$ cat config.mk
export PLATFORM = sky130hd
export DESIGN_NAME = ej32_mb8_arb
export DESIGN_NICKNAME = d
export VERILOG_FILES = /design/src/rtl/ej32_pkg.sv /design/src/rtl/ej32_rr2.sv /design/src/rtl/ej32_mb8_arb.sv
export SDC_FILE = /design/constraint.sdc
export NUM_CORES = 1
export LEC_CHECK = 0
export CORE_MARGIN = 4
export CORE_UTILIZATION = 39
export CTS_CLUSTER_SIZE = 14
export DETAILED_ROUTE_END_ITERATION = 12
export PLACE_DENSITY = 0.76
export SYNTH_ARGS = -nofsm -noshare
export SYNTH_HDL_FRONTEND = slang
export SYNTH_SLANG_ARGS = --single-unit
$ cat constraint.sdc
create_clock -name clk -period 2.16 [get_ports clk]
set_input_delay 0.432 -clock clk [delete_from_list [all_inputs] [get_ports clk]]
set_output_delay 0.432 -clock clk [all_outputs]
set_load 0.005 [all_outputs]
$ cat src/rtl/ej32_pkg.sv
// Shared types for the EJ32 8-bit memory bus arbiter: FSM states and owner codes.
package ej32_pkg;

  typedef enum logic [1:0] {
    IDLE  = 2'd0,
    BUSY0 = 2'd1,
    BUSY1 = 2'd2
  } state_t;

  localparam logic [1:0] OWN_NONE = 2'b00;
  localparam logic [1:0] OWN_P0   = 2'b01;
  localparam logic [1:0] OWN_P1   = 2'b10;

  // Owner code presented on the bus for a given arbiter state.
  function automatic logic [1:0] own_of(input state_t s);
    case (s)
      BUSY0:   return OWN_P0;
      BUSY1:   return OWN_P1;
      default: return OWN_NONE;
    endcase
  endfunction

endpackage

$ cat src/rtl/ej32_rr2.sv
// Two-way round-robin pick: a lone request wins outright; on a tie the port
// that was not granted last wins. last = 1 means port 1 was granted last.
module ej32_rr2 (
  input  logic [1:0] req,
  input  logic       last,
  output logic [1:0] gnt
);

  // One-hot grant; zero when nobody is requesting.
  always_comb begin
    gnt = req;
    if (req == 2'b11) begin
      gnt = last ? 2'b01 : 2'b10;
    end
  end

endmodule

$ cat src/rtl/ej32_mb8_arb.sv
// Burst arbiter for the shared 8-bit memory bus: port 0 (core) and port 1
// (host loader/debug) take turns issuing 1..4 byte bursts, one beat per cycle.
// Bus-side outputs are registered one cycle ahead so m_a can hold its last
// value while idle; read bytes return one cycle after each read beat.
module ej32_mb8_arb
  import ej32_pkg::*;
#(
  parameter int ASZ  = 17,
  parameter int BLEN = 4
) (
  input  logic           clk,
  input  logic           rst,
  input  logic           req0,
  input  logic           req1,
  input  logic           we0,
  input  logic           we1,
  input  logic [ASZ-1:0] a0,
  input  logic [ASZ-1:0] a1,
  input  logic [1:0]     len0,
  input  logic [1:0]     len1,
  input  logic [7:0]     vi0,
  input  logic [7:0]     vi1,
  output logic           ack0,
  output logic           ack1,
  output logic           vld0,
  output logic           vld1,
  output logic [7:0]     vo,
  output logic [ASZ-1:0] m_a,
  output logic           m_we,
  output logic [7:0]     m_vi,
  input  logic [7:0]     m_vo,
  output logic [1:0]     own
);

  // Beat counter width follows the maximum burst length.
  localparam int CW = $clog2(BLEN);

  state_t         state_reg;
  logic           last_reg;      // 1: port 1 was granted most recently
  logic [CW-1:0]  cnt_reg;
  logic [CW-1:0]  len_reg;
  logic [ASZ-1:0] addr_reg;
  logic           we_reg;
  logic [ASZ-1:0] m_a_reg;
  logic           m_we_reg;
  logic [1:0]     ack_reg;
  logic [1:0]     rd_pend_reg;   // read beat issued last cycle, per port

  logic           busy;
  logic           last_beat;
  logic           arb_en;
  logic [1:0]     gnt;
  logic           win;
  logic [ASZ-1:0] win_a;
  logic           win_we;
  logic [CW-1:0]  win_len;
  logic [CW-1:0]  cnt_inc;
  logic [ASZ-1:0] addr_next;

  assign busy      = (state_reg != IDLE);
  assign last_beat = busy && (cnt_reg == len_reg);
  // Arbitrate while idle and on the final beat, so bursts chain with no gap.
  assign arb_en    = (state_reg == IDLE) || last_beat;

  ej32_rr2 u_rr2 (
    .req  ({req1, req0}),
    .last (last_reg),
    .gnt  (gnt)
  );

  assign win     = gnt[1];
  assign win_a   = win ? a1 : a0;
  assign win_we  = win ? we1 : we0;
  assign win_len = win ? len1 : len0;

  // Address wraps naturally at the top of memory through ASZ-bit addition.
  assign cnt_inc   = cnt_reg + 1'b1;
  assign addr_next = addr_reg + ASZ'(cnt_inc);

  // Arbiter FSM with bus-side outputs registered for the upcoming beat.
  always_ff @(posedge clk or posedge rst) begin
    if (rst) begin
      state_reg   <= IDLE;
      last_reg    <= 1'b1;
      cnt_reg     <= '0;
      len_reg     <= '0;
      addr_reg    <= '0;
      we_reg      <= 1'b0;
      m_a_reg     <= '0;
      m_we_reg    <= 1'b0;
      ack_reg     <= 2'b00;
      rd_pend_reg <= 2'b00;
    end else begin
      rd_pend_reg <= ack_reg & {2{~m_we_reg}};
      if (arb_en && (gnt != 2'b00)) begin
        state_reg <= win ? BUSY1 : BUSY0;
        last_reg  <= win;
        addr_reg  <= win_a;
        we_reg    <= win_we;
        len_reg   <= win_len;
        cnt_reg   <= '0;
        m_a_reg   <= win_a;
        m_we_reg  <= win_we;
        ack_reg   <= gnt;
      end else if (busy && !last_beat) begin
        cnt_reg  <= cnt_inc;
        m_a_reg  <= addr_next;
        m_we_reg <= we_reg;
      end else begin
        state_reg <= IDLE;
        m_we_reg  <= 1'b0;
        ack_reg   <= 2'b00;
      end
    end
  end

  assign ack0 = ack_reg[0];
  assign ack1 = ack_reg[1];
  assign vld0 = rd_pend_reg[0];
  assign vld1 = rd_pend_reg[1];
  assign m_a  = m_a_reg;
  assign m_we = m_we_reg;
  assign m_vi = ack_reg[1] ? vi1 : (ack_reg[0] ? vi0 : 8'h00);
  // Returned byte is shared; gated so the bus reads zero when nothing is valid.
  assign vo   = (|rd_pend_reg) ? m_vo : 8'h00;
  assign own  = own_of(state_reg);

endmodule

Word-level counts from Yosys, hierarchy flattened --
Index checks and enable logic that the tools add are counted. W data, S select, Z words.
Storage, ports and cells: bits in read-only memories 0, register bits after elaboration 47, input bits 68, logic and storage cells 48, latch bits 0, bits in writable memories 0, output and inout bits 40, memories kept 0
Operators by class: add/subtract/negate cells 2, shift-type cells 0, multiplexer cells 19, bitwise gates (word level) 2, equality and inequality tests 5, order comparisons 0, multipliers 0, reduce and logical (&&, ||, !) cells 10, divide/modulo/power cells 0
Operators with widths (count):
- $mux W17 | 3
- $mux W8 | 3
- $mux W2 | 9
- $add A17 B2 Y17 | 1
- $reduce_bool A2 Y1 | 3
- $eq A2 B2 Y1 const B | 2
- $pmux W2 S2 | 1
- $logic_and A1 B1 Y1 | 3
- $mux W1 | 3
- $add A2 B1 Y2 const B | 1
- $and A2 B2 Y2 | 1
- $eq A2 B1 Y1 const B | 1
- $eq A2 B2 Y1 | 1
- $logic_not A2 Y1 | 1
- $ne A2 B2 Y1 const B | 1
- $reduce_or A2 Y1 | 1
- $logic_not A1 Y1 | 1
- $logic_or A1 B1 Y1 | 1
- $not A1 Y1 | 1

Logic depth before layout (Yosys ltp) --
depth after elaboration 6, mapped depth 7, depth with buffers taken out 7

Cells and area by module --
From an unflattened synthesis, not the netlist that was laid out.
Unflattened totals: cells, all modules 310, area total of the unflattened synthesis 2856.5 um^2
Modules (own cells, without submodules):
- ej32_mb8_arb | instances 1, seq. area each 1152.4 um^2, area each 2837.7 um^2, cells each 307
- ej32_rr2 | instances 1, seq. area each 0.0 um^2, area each 18.8 um^2, cells each 3

Least setup slack after synthesis --
OpenSTA, ideal clock, no wires.
kind flip-flop to flip-flop, from register cnt_reg[0], to register m_a_reg[16], in the netlist m_a[16], path buffers 0, setup slack 153 ps, library setup time 70 ps, period minus slack after synthesis 2007 ps, stages on the path, launching flop included 7, arrival time 1937 ps, data required time 2090 ps, path through dfrtp_1 > xor2_1 > fa_1 > nand4_2 > or2_1 > or4b_1 > nand3_1
On the way: word-level cells in the longest chain between the ends 5, elaborated cells on any way between the ends 11, classes of those cells add/sub (2); eq/ne (1); mux (2); reduce/logical (6)
Ends and longest elaborated chain:
- start, declared | line ej32_mb8_arb.sv:40 | logic [CW-1:0] cnt_reg;
- start signal, assigned | line ej32_mb8_arb.sv:106 | cnt_reg <= cnt_inc;
- parallel branches: the longest is 5 deep, another holds $add A17 B2 Y17
- end signal, assigned | line ej32_mb8_arb.sv:102 | m_a_reg <= win_a;
- end signal, assigned | line ej32_mb8_arb.sv:107 | m_a_reg <= addr_next;
- end, declared | line ej32_mb8_arb.sv:44 | logic [ASZ-1:0] m_a_reg;
Several ways; the timed one is not identified. The select of a mux whose other input is x is not followed. A chain may end at the register's enable or synchronous reset.

Worst setup path in the final report --
Same ends and word-level chain as after synthesis.

==> reports/results.txt <==
status - complete, no violations
pre-CTS WS - 91.9 ps
die height - 90.6 microns
PwrDens - 1440 nW/um^2
IR drop worst, VDD - 0.643 mV
Post-DP HPWL - 6240 microns
Gate Count Post-Synth - 273
DRC - 0
Clock Tree Buf Depth - 2
non-filler cells, final - 470
P&R area growth vs syn - 53.3%
largest net degree at the start of global routing - 29
syn_area_per_cell - 9.76 sq um
most frequent cells in the layout - 104 x clkdlybuf4s50_1, 44 x dfrtp_1, 22 x buf_4
synthesized area - 2660 sq um
# nets final - 463
Worst setup SP type - flop
Total Routed Length - 8280 microns
DR pass1 iterations - 5
Pins Over Slew Limit - 0
Worst-Skew Late Latency - 320 ps
RSZ-0062 raised after global routing - true
Final GP Congestion - 0.902
CP Cell Sequence - inv_1, ha_1, fa_2, nand4_2, or2_4, or4b_1, nand3_1
HP Class - in -> async
final hold viol count - 0
maximum clock rate - 0.484 GHz
commonest non-fill, non-tap cell in the layout - clkdlybuf4s50_1
placed cells - 459
setup ws final - 96.0 ps
CTS buffer count - 5
Post-synth EDFFs - 0
Setup Crit Path Kind - reg -> reg
Min Hold Slack - 421 ps
total I/O pin count - 108
Initial Util - 0.410
CP Data Arrival Time - 2320 ps
top cells by area, synth - dfrtp_1 42%, o2bb2ai_1 4.3%, nor2b_1 4.0%, xnor2_1 3.9%, o221ai_1 3.0%
first-pass GRT wire length - 13500 microns
Sink Count - 46
post-synthesis sequential area ratio - 0.433
initial antenna violation count - 0
fin crit share - 0.956
Slowest-stage cell, CP - or4b_1
CP bufs+invs - 1
Iteration-0 DRC Markers - 122
CTS H-tree lvls - 2
count of warnings emitted by yosys - 0
Final Power - 5.87 mW
Slowest Stage Delay on Critical Path - 490 ps
CTS hold repair buffers - 0
GRT Total Usage - 0.203
synthesis-stage register bit count - 46
placed cell area - 3930 sq um
wire per inst - 17.6 microns
Die Area - 8220 sq um
IO Port Bufs - 107
crit path time final - 2060 ps
Slew @ Worst Pin - 424 ps
required time worst endpoint - 2420 ps
clk slew on worst S/H paths - 90 ps
Congestion Overflow GR - 0
syn_nets - 344
Post-Route Skew - 6.87 ps
post-route ant nets - 0
Final setup viols - 0
number of global-route vias before repair - 2707
drt via density - 5.84
fraction of registers with async set or reset after synthesis - 1.00
clock root buffer - clkbuf_8
chip width - 90.6 microns
Critical Path Sink Type - flop
vias after detailed routing - 2745
layout cells sized above 1 - 0.120
Synth Flop Type - dfrtp_1
Yosys cell types - 52
MaxCap Viol Count - 0
Yosys top cell area share - 0.423
dominant cell type by area after synthesis - dfrtp_1
Antenna Cells - 0
Rows - 29
Worst slew margin - 0.717
post-route cell area - 4080 sq um
CTS tree - yes
Worst path top cell family by delay - simple AND/OR/NAND/NOR gates
Leakage - 1.66 nW
core area - 6490 sq um
crit path max fanout - 6
==> stage by stage <==
step | TNS [ps] | utilization
floorplan | 0 | -
finish | 0 | 0.629
CTS | 0 | 0.621
global placement | 0 | 0.605
detailed placement | 0 | 0.605
global route | -21.9 | 0.629
==> per-layer routing <==
layer | track usage | vias up | part of all wire
li1 | - | 1282 | -
met1 | 0.255 | 1308 | 0.41
met2 | 0.335 | 136 | 0.47
met3 | 0.0558 | 19 | 0.10
met4 | 0.0676 | 0 | 0.022
met5 | 0 | - | 0
==> worst register-to-register path: cells and delay by family (launching register included) <==
kind / cells / cell delay [ps]
buffers and inverters: 1 / 100
DFF: 1 / 460
adders and majority gates: 2 / 430
and+or+nand+nor: 4 / 1020
==> path summary, 6_finish.rpt <==
check	start	endpoint	slack [ps]	cells after the start
setup / recovery	cnt_reg[0]	m_a[16]	100	7
hold / removal	rst	m_we	420	2
setup reg to reg	cnt_reg[0]	m_a[16]	100	7
hold reg to reg	m_we	rd_pend_reg[1]	460	1
max in group asynchronous	rst	last_reg	1160	3
min in group clk	m_we	rd_pend_reg[1]	460	1
==> power breakdown <==
| group | total, mW | switching (mW) | internal (mW) |
|---|---|---|---|
| Sequential | 1.76 | 0.420 | 1.34 |
| Combinational | 3.55 | 1.68 | 1.88 |
| Clock | 0.562 | 0.328 | 0.234 |
==> cells by family (layout without fill, tap and decap cells) <==
kind of cell / after synthesis / after routing / share of synthesized area
buffers and inverters: 25 / 145 / 0.0399
adders and majority gates: 3 / 3 / 0.0169
muxes: 3 / 3 / 0.0117
and+or+nand+nor: 87 / 87 / 0.178
xor gates and xnor gates: 14 / 14 / 0.0460
DFF: 46 / 46 / 0.433
AOI/OAI and AO/OA: 95 / 95 / 0.274
==> layout make-up <==
cell class,instances,area [sq um]
Fill cell,552,2410
Multi-Input combinational cell,202,1430
Timing Repair Buffer,131,1280
Sequential cell,46,1150
Tap cell,77,96.3
Clock buffer,5,68.8
Clock inverter,3,25.0
Inverter,6,22.5
==> synthesized netlist by cell type, types with 6 or more instances <==
cell type	instances
and3_1	10
a22oi_1	10
o21ai_0	7
nand2_1	19
dfrtp_1	45
a22o_1	8
nor2_1	11
buf_2	10
clkbuf_1	9
o221ai_1	9
inv_1	6
a32oi_1	7
a21oi_1	11
nor2b_1	17
o2bb2ai_1	13
nand3_1	7
xnor2_1	12
==> timing repair <==
| item | 4_1_cts | 5_1_grt |
|---|---|---|
| hold endpoints to repair | 0 | 0 |
| buffers inserted | 1 | 2 |
| pin swaps | 0 | 2 |
| setup endpoints to repair | 2 | 14 |
| resized for setup | 0 | 10 |
Power figures use the tool's default switching activity.
